<file path="config.mk">
export PLATFORM = sky130hd
export DESIGN_NAME = usart_tx_arbiter
export DESIGN_NICKNAME = d
export VERILOG_FILES = /design/src/rtl/usart_tx_arbiter.sv
export SDC_FILE = /design/constraint.sdc
export NUM_CORES = 1
export LEC_CHECK = 0
export ABC_AREA = 1
export BUFFER_PORTS_ARGS = -buffer_cell sky130_fd_sc_hd__buf_2
export CAP_MARGIN = 20
export CORE_ASPECT_RATIO = 1.2
export CORE_MARGIN = 4
export CORE_UTILIZATION = 47
export CTS_BUF_LIST = sky130_fd_sc_hd__clkbuf_4 sky130_fd_sc_hd__clkbuf_8
export CTS_CLUSTER_DIAMETER = 50
export DETAILED_ROUTE_END_ITERATION = 6
export GPL_ROUTABILITY_DRIVEN = 0
export PLACE_DENSITY = 0.77
export SYNTH_ARGS = -nofsm -noshare
export SYNTH_HDL_FRONTEND = slang
export SYNTH_SLANG_ARGS = --single-unit
</file>
<file path="constraint.sdc">
create_clock -name CLK -period 2.5 [get_ports CLK]
set_input_delay 0.125 -clock CLK [delete_from_list [all_inputs] [get_ports CLK]]
set_output_delay 0.125 -clock CLK [all_outputs]
set_load 0.05 [all_outputs]
</file>
<file path="src/rtl/usart_tx_arbiter.sv">
// Round-robin arbiter sharing one 8N1 transmitter between two byte requesters.
// The winning byte is latched on grant and shifted out LSB first on TX_OUT.
//
// state | meaning
// IDLE  | line high, waiting for REQ0/REQ1; grants on the first edge a request is seen
// START | start bit (TX_OUT=0) for CLKS_PER_BIT cycles
// DATA  | DATA_W data bits, LSB first, one per CLKS_PER_BIT cycles
// STOP  | stop bit (TX_OUT=1); DONE is high in its final cycle
module usart_tx_arbiter #(
  parameter int CLKS_PER_BIT = 12,
  parameter int DATA_W       = 8
) (
  input  logic              CLK,
  input  logic              CLR,
  input  logic              REQ0,
  input  logic [DATA_W-1:0] DATA0,
  input  logic              REQ1,
  input  logic [DATA_W-1:0] DATA1,
  output logic              ACK0,
  output logic              ACK1,
  output logic              GNT,
  output logic              BUSY,
  output logic              DONE,
  output logic              TX_OUT
);

  localparam int CNT_W = $clog2(CLKS_PER_BIT);
  localparam int IDX_W = (DATA_W > 1) ? $clog2(DATA_W) : 1;
  localparam logic [CNT_W-1:0] CNT_LAST     = CNT_W'(CLKS_PER_BIT - 1);
  localparam logic [CNT_W-1:0] CNT_PRE_LAST = CNT_W'(CLKS_PER_BIT - 2);
  localparam logic [IDX_W-1:0] IDX_LAST     = IDX_W'(DATA_W - 1);

  typedef enum logic [1:0] {IDLE, START, DATA, STOP} state_t;

  state_t            state_q, state_d;
  logic [CNT_W-1:0]  cnt_q, cnt_d;
  logic [IDX_W-1:0]  idx_q, idx_d;
  logic [DATA_W-1:0] sh_q, sh_d;
  logic              ptr_q, ptr_d;
  logic              gnt_q, gnt_d;
  logic              ack0_q, ack0_d;
  logic              ack1_q, ack1_d;
  logic              busy_q, busy_d;
  logic              done_q, done_d;
  logic              tx_q, tx_d;
  logic              pick1;

  always_comb begin
    state_d = state_q;
    cnt_d   = cnt_q;
    idx_d   = idx_q;
    sh_d    = sh_q;
    ptr_d   = ptr_q;
    gnt_d   = gnt_q;
    ack0_d  = 1'b0;
    ack1_d  = 1'b0;
    busy_d  = busy_q;
    done_d  = 1'b0;
    tx_d    = tx_q;
    // ptr_q=1 means requester 1 wins a tie
    pick1   = REQ1 & (~REQ0 | ptr_q);

    case (state_q)
      IDLE: begin
        tx_d   = 1'b1;
        busy_d = 1'b0;
        if (REQ0 | REQ1) begin
          gnt_d   = pick1;
          ptr_d   = ~pick1;
          sh_d    = pick1 ? DATA1 : DATA0;
          ack0_d  = ~pick1;
          ack1_d  = pick1;
          busy_d  = 1'b1;
          tx_d    = 1'b0;
          cnt_d   = '0;
          idx_d   = '0;
          state_d = START;
        end
      end
      START: begin
        if (cnt_q == CNT_LAST) begin
          cnt_d   = '0;
          tx_d    = sh_q[0];
          state_d = DATA;
        end else begin
          cnt_d = cnt_q + 1'b1;
        end
      end
      DATA: begin
        if (cnt_q == CNT_LAST) begin
          cnt_d = '0;
          if (idx_q == IDX_LAST) begin
            tx_d    = 1'b1;
            state_d = STOP;
          end else begin
            idx_d = idx_q + 1'b1;
            sh_d  = sh_q >> 1;
            tx_d  = sh_d[0];
          end
        end else begin
          cnt_d = cnt_q + 1'b1;
        end
      end
      STOP: begin
        tx_d = 1'b1;
        if (cnt_q == CNT_LAST) begin
          cnt_d   = '0;
          busy_d  = 1'b0;
          state_d = IDLE;
        end else begin
          cnt_d  = cnt_q + 1'b1;
          // registered, so raise it one edge early to land on the final cycle
          done_d = (cnt_q == CNT_PRE_LAST);
        end
      end
      default: begin
        tx_d    = 1'b1;
        busy_d  = 1'b0;
        state_d = IDLE;
      end
    endcase
  end

  always_ff @(posedge CLK or posedge CLR) begin
    if (CLR) begin
      state_q <= IDLE;
      cnt_q   <= '0;
      idx_q   <= '0;
      sh_q    <= '0;
      ptr_q   <= 1'b0;
      gnt_q   <= 1'b0;
      ack0_q  <= 1'b0;
      ack1_q  <= 1'b0;
      busy_q  <= 1'b0;
      done_q  <= 1'b0;
      tx_q    <= 1'b1;
    end else begin
      state_q <= state_d;
      cnt_q   <= cnt_d;
      idx_q   <= idx_d;
      sh_q    <= sh_d;
      ptr_q   <= ptr_d;
      gnt_q   <= gnt_d;
      ack0_q  <= ack0_d;
      ack1_q  <= ack1_d;
      busy_q  <= busy_d;
      done_q  <= done_d;
      tx_q    <= tx_d;
    end
  end

  assign ACK0   = ack0_q;
  assign ACK1   = ack1_q;
  assign GNT    = gnt_q;
  assign BUSY   = busy_q;
  assign DONE   = done_q;
  assign TX_OUT = tx_q;

endmodule
</file>
==> qor.yml <==
global_route:
  grt_pass1_wl_um: 4730
  grt_pass1_vias: 1112
  antenna_found_initial: 0
  gr-usage-all-layers: 0.157
  overflow: 0
  grt_start_max_net_pins: 25
timing:
  skew_ns: 0.0104
  fmax_mhz: 568
  finalCritPeriodShare: 0.704
  tns_ns: 0
  final_max_slew_viol_count: 0
  fin_crit_ns: 1.76
  hold_viol: 0
  worst_slew_pin_slew_ns: 0.905
  worst_slack_ns: 0.739
  rsz0062_at_grt: "no"
  whs_ns: 0.111
  slew_headroom: 0.396
  finalSetupViolCount: 0
setup_path:
  crit_fanout: 18
  critPathSlowestCell: "dfrtp_1"
  reg2reg_from: "state_q[0]$_DFFE_PP0P_"
  reg2reg_to: "idx_q[1]$_DFFE_PP0P_"
  ff2ff_path_depth: 8
  path_delay_family: "simple AND/OR/NAND/NOR gates"
  cp-end-kind: "register"
  required_ns: 2.71
  crit_path_frequent_cell: "nand2_2"
  ff2ff_setup_slack_ns: 0.74
  crit_arrival_ns: 1.97
  cp_slowest_stage_delay_ns: 0.42
  worst-setup-path-type: "reg -> reg"
  start_kind: "register"
  path_cells: "inv_1 > ha_1 > inv_2 > nand2_2 > nand2_2 > nand3_2 > nand2_1 > o21ai_2"
  worst-path-buf-inv: 2
synth:
  postSynthAreaPerCell_sq_um: 8.29
  synth_cell_types: 23
  syn_inst: 167
  synth_top_cell_area_share: 0.416
  syn-cell-area_sq_mm: 0.00138
  ys_ff_latch: 24
  yosys-top-cells-area: "dfrtp_1 42%, nand2_1 13%, nand3_1 10%"
  yosysTopAreaCell: "dfrtp_1"
  yosysSeqAreaShare: 0.435
  yosys_warnings: 0
  synth_nets: 195
pwr:
  combinationalPowerShare: 0.552
  swShare: 0.479
  power_frac_seq: 0.342
  peakVddDrop_uv: 537
  cellLeakagePower_nw: 0.846
  power_density_mw_per_mm2: 1240
  p_int_mw: 1.01
  pwr-share-clk: 0.106
  switching_power_mw: 0.931
hold_path:
  hp-start: "DATA0[4]"
  hold_depth: 5
  min_to: "sh_q[4]$_DFFE_PP0P_"
  hold_path.class: "in -> reg"
final_layout:
  num-fill-cells: 279
  nets: 222
  areaGrowthSynthToFinish_pct: 13.1
  num_antenna_cells: 0
  layout_commonest_cell: "nand2_1"
  drive_above_1_share: 0.254
  layout_common_cells: "48 x nand2_1, 28 x nand3_1, 25 x buf_2, 23 x dfrtp_1, 15 x inv_1"
place:
  io_buffers: 25
  hpwl_um: 2140
  dp_slack_ns: 0.755
routing:
  first_pass_iters: 5
  wl_per_cell_um: 12.4
  vias: 1192
  ant_nets: 0
  first_iter_violations: 44
  routed_wl_um: 2810
  via_per_inst: 5.25
  drc: 0
clock_network:
  root_buffer: "clkbuf_4"
  cts.reportedPaths.clkPinSlew_ns: 0.14
  cts_tree: "yes"
  clock_path_buffers: 2
  numCtsBuffers: 3
  clock_latency_ns: 0.32
  htreeDepth: 1
  cts.sinks: 24
  postCtsSetupBuffers: 0
die:
  dieHeight_um: 67.4
  core-area_sq_mm: 0.00281
  rows: 21
  ioPinCount: 26
  die_x_um: 57.5
  start_util: 0.492
  die-area_sq_mm: 0.00388
run_status:
  status: "finished, final reports clean"
flow_run:
  drv_cap: 0
## worst max path at each step
stage / start / endpoint / slack, ns / cells after the start
after global routing: state_q[0]$_DFFE_PP0P_ / idx_q[2]$_DFFE_PP0P_ / 0.56 / 7
final: state_q[0]$_DFFE_PP0P_ / idx_q[1]$_DFFE_PP0P_ / 0.74 / 8
after detailed placement: state_q[0]$_DFFE_PP0P_ / idx_q[1]$_DFFE_PP0P_ / 0.75 / 8
after CTS: state_q[0]$_DFFE_PP0P_ / idx_q[1]$_DFFE_PP0P_ / 0.74 / 8
after global placement: state_q[0]$_DFFE_PP0P_ / idx_q[1]$_DFFE_PP0P_ / 0.84 / 8
after floorplan: state_q[0]$_DFFE_PP0P_ / state_q[0]$_DFFE_PP0P_ / 1.09 / 6
## per-stage QoR
| stage | util | cell area [sq um] | total power [mW] | std cells |
|---|---|---|---|---|
| 2_1_floorplan | - | 1380 | 1.55 | 167 |
| 3_3_place_gp | 0.540 | 1520 | 1.70 | 222 |
| 3_5_place_dp | 0.540 | 1520 | 1.74 | 222 |
| 4_1_cts | 0.557 | 1570 | 1.96 | 227 |
| 5_1_grt | 0.557 | 1570 | 2.13 | 227 |
| 6_report | 0.557 | 1570 | 1.94 | 227 |
## cells in the mapped netlist
cell / instances
inv_1: 15
xor2_1: 1
xnor2_1: 1
nor2_8: 1
o21ai_2: 1
nand3_2: 3
o21ai_0: 9
nor2_1: 4
nand2_2: 3
and2_1: 1
buf_2: 2
nand4_1: 2
nand3_1: 28
dfrtp_1: 23
inv_2: 2
nand3_4: 1
o22ai_1: 3
buf_6: 2
dfstp_2: 1
ha_1: 8
nand2_1: 48
nand2_4: 1
or2_2: 7
## power groups by stage
stage | Combinational [mW] | Sequential, mW | Clock (mW)
final | 1.07 | 0.664 | 0.207
after global routing | 1.21 | 0.683 | 0.230
after CTS | 1.08 | 0.661 | 0.213
after detailed placement | 1.08 | 0.669 | 0
after global placement | 1.04 | 0.660 | 0
after floorplan | 0.786 | 0.767 | 0
## final cells by class
cell class / count / area (sq um) / share of cell area
repair buffers: 26 / 135 / 0.0863
flip-flops and latches: 24 / 602 / 0.384
clock buffers: 4 / 36.3 / 0.0232
inverters: 17 / 63.8 / 0.0408
well taps: 34 / 42.5 / 0.0272
multi-input cells: 122 / 686 / 0.438
## worst register-to-register path, stage by stage (launching register included)
cell and delay (ns):
dfrtp_1 0.42, inv_1 0.08, ha_1 0.28, inv_2 0.25, nand2_2 0.08, nand2_2 0.11
nand3_2 0.23, nand2_1 0.15, o21ai_2 0.06
## metal layers
metal,global-route usage,wire [um]
met4,0.0986,72
met5,0,0
met2,0.280,1480
met1,0.172,1150
met3,0.0287,108
## sequential cells by signal (all words and copies together), names as in the netlist
signal / count
cnt_q: 4
ptr_q: 1
ACK0: 1
GNT: 1
TX_OUT: 1
BUSY: 1
ACK1: 1
sh_q: 8
idx_q: 3
DONE: 1
state_q: 2
## cells by family after synthesis
logic type                 after synthesis  synth area share
AOI/OAI and AO/OA                       13            0.0524
DFF                                     24             0.435
buffers and inverters                   21            0.0696
and+or+nand+nor                         99             0.358
adders and majority gates                8            0.0723
xor gates and xnor gates                 2            0.0127
## timing repair
action / in CTS / in global routing
endpoints found under the hold margin: 1 / 0
setup endpoints to repair: 0 / 0
hold buffers: 1 / 0
resized for setup: 0 / 0
No activity file was read; power rests on OpenSTA's default activity.
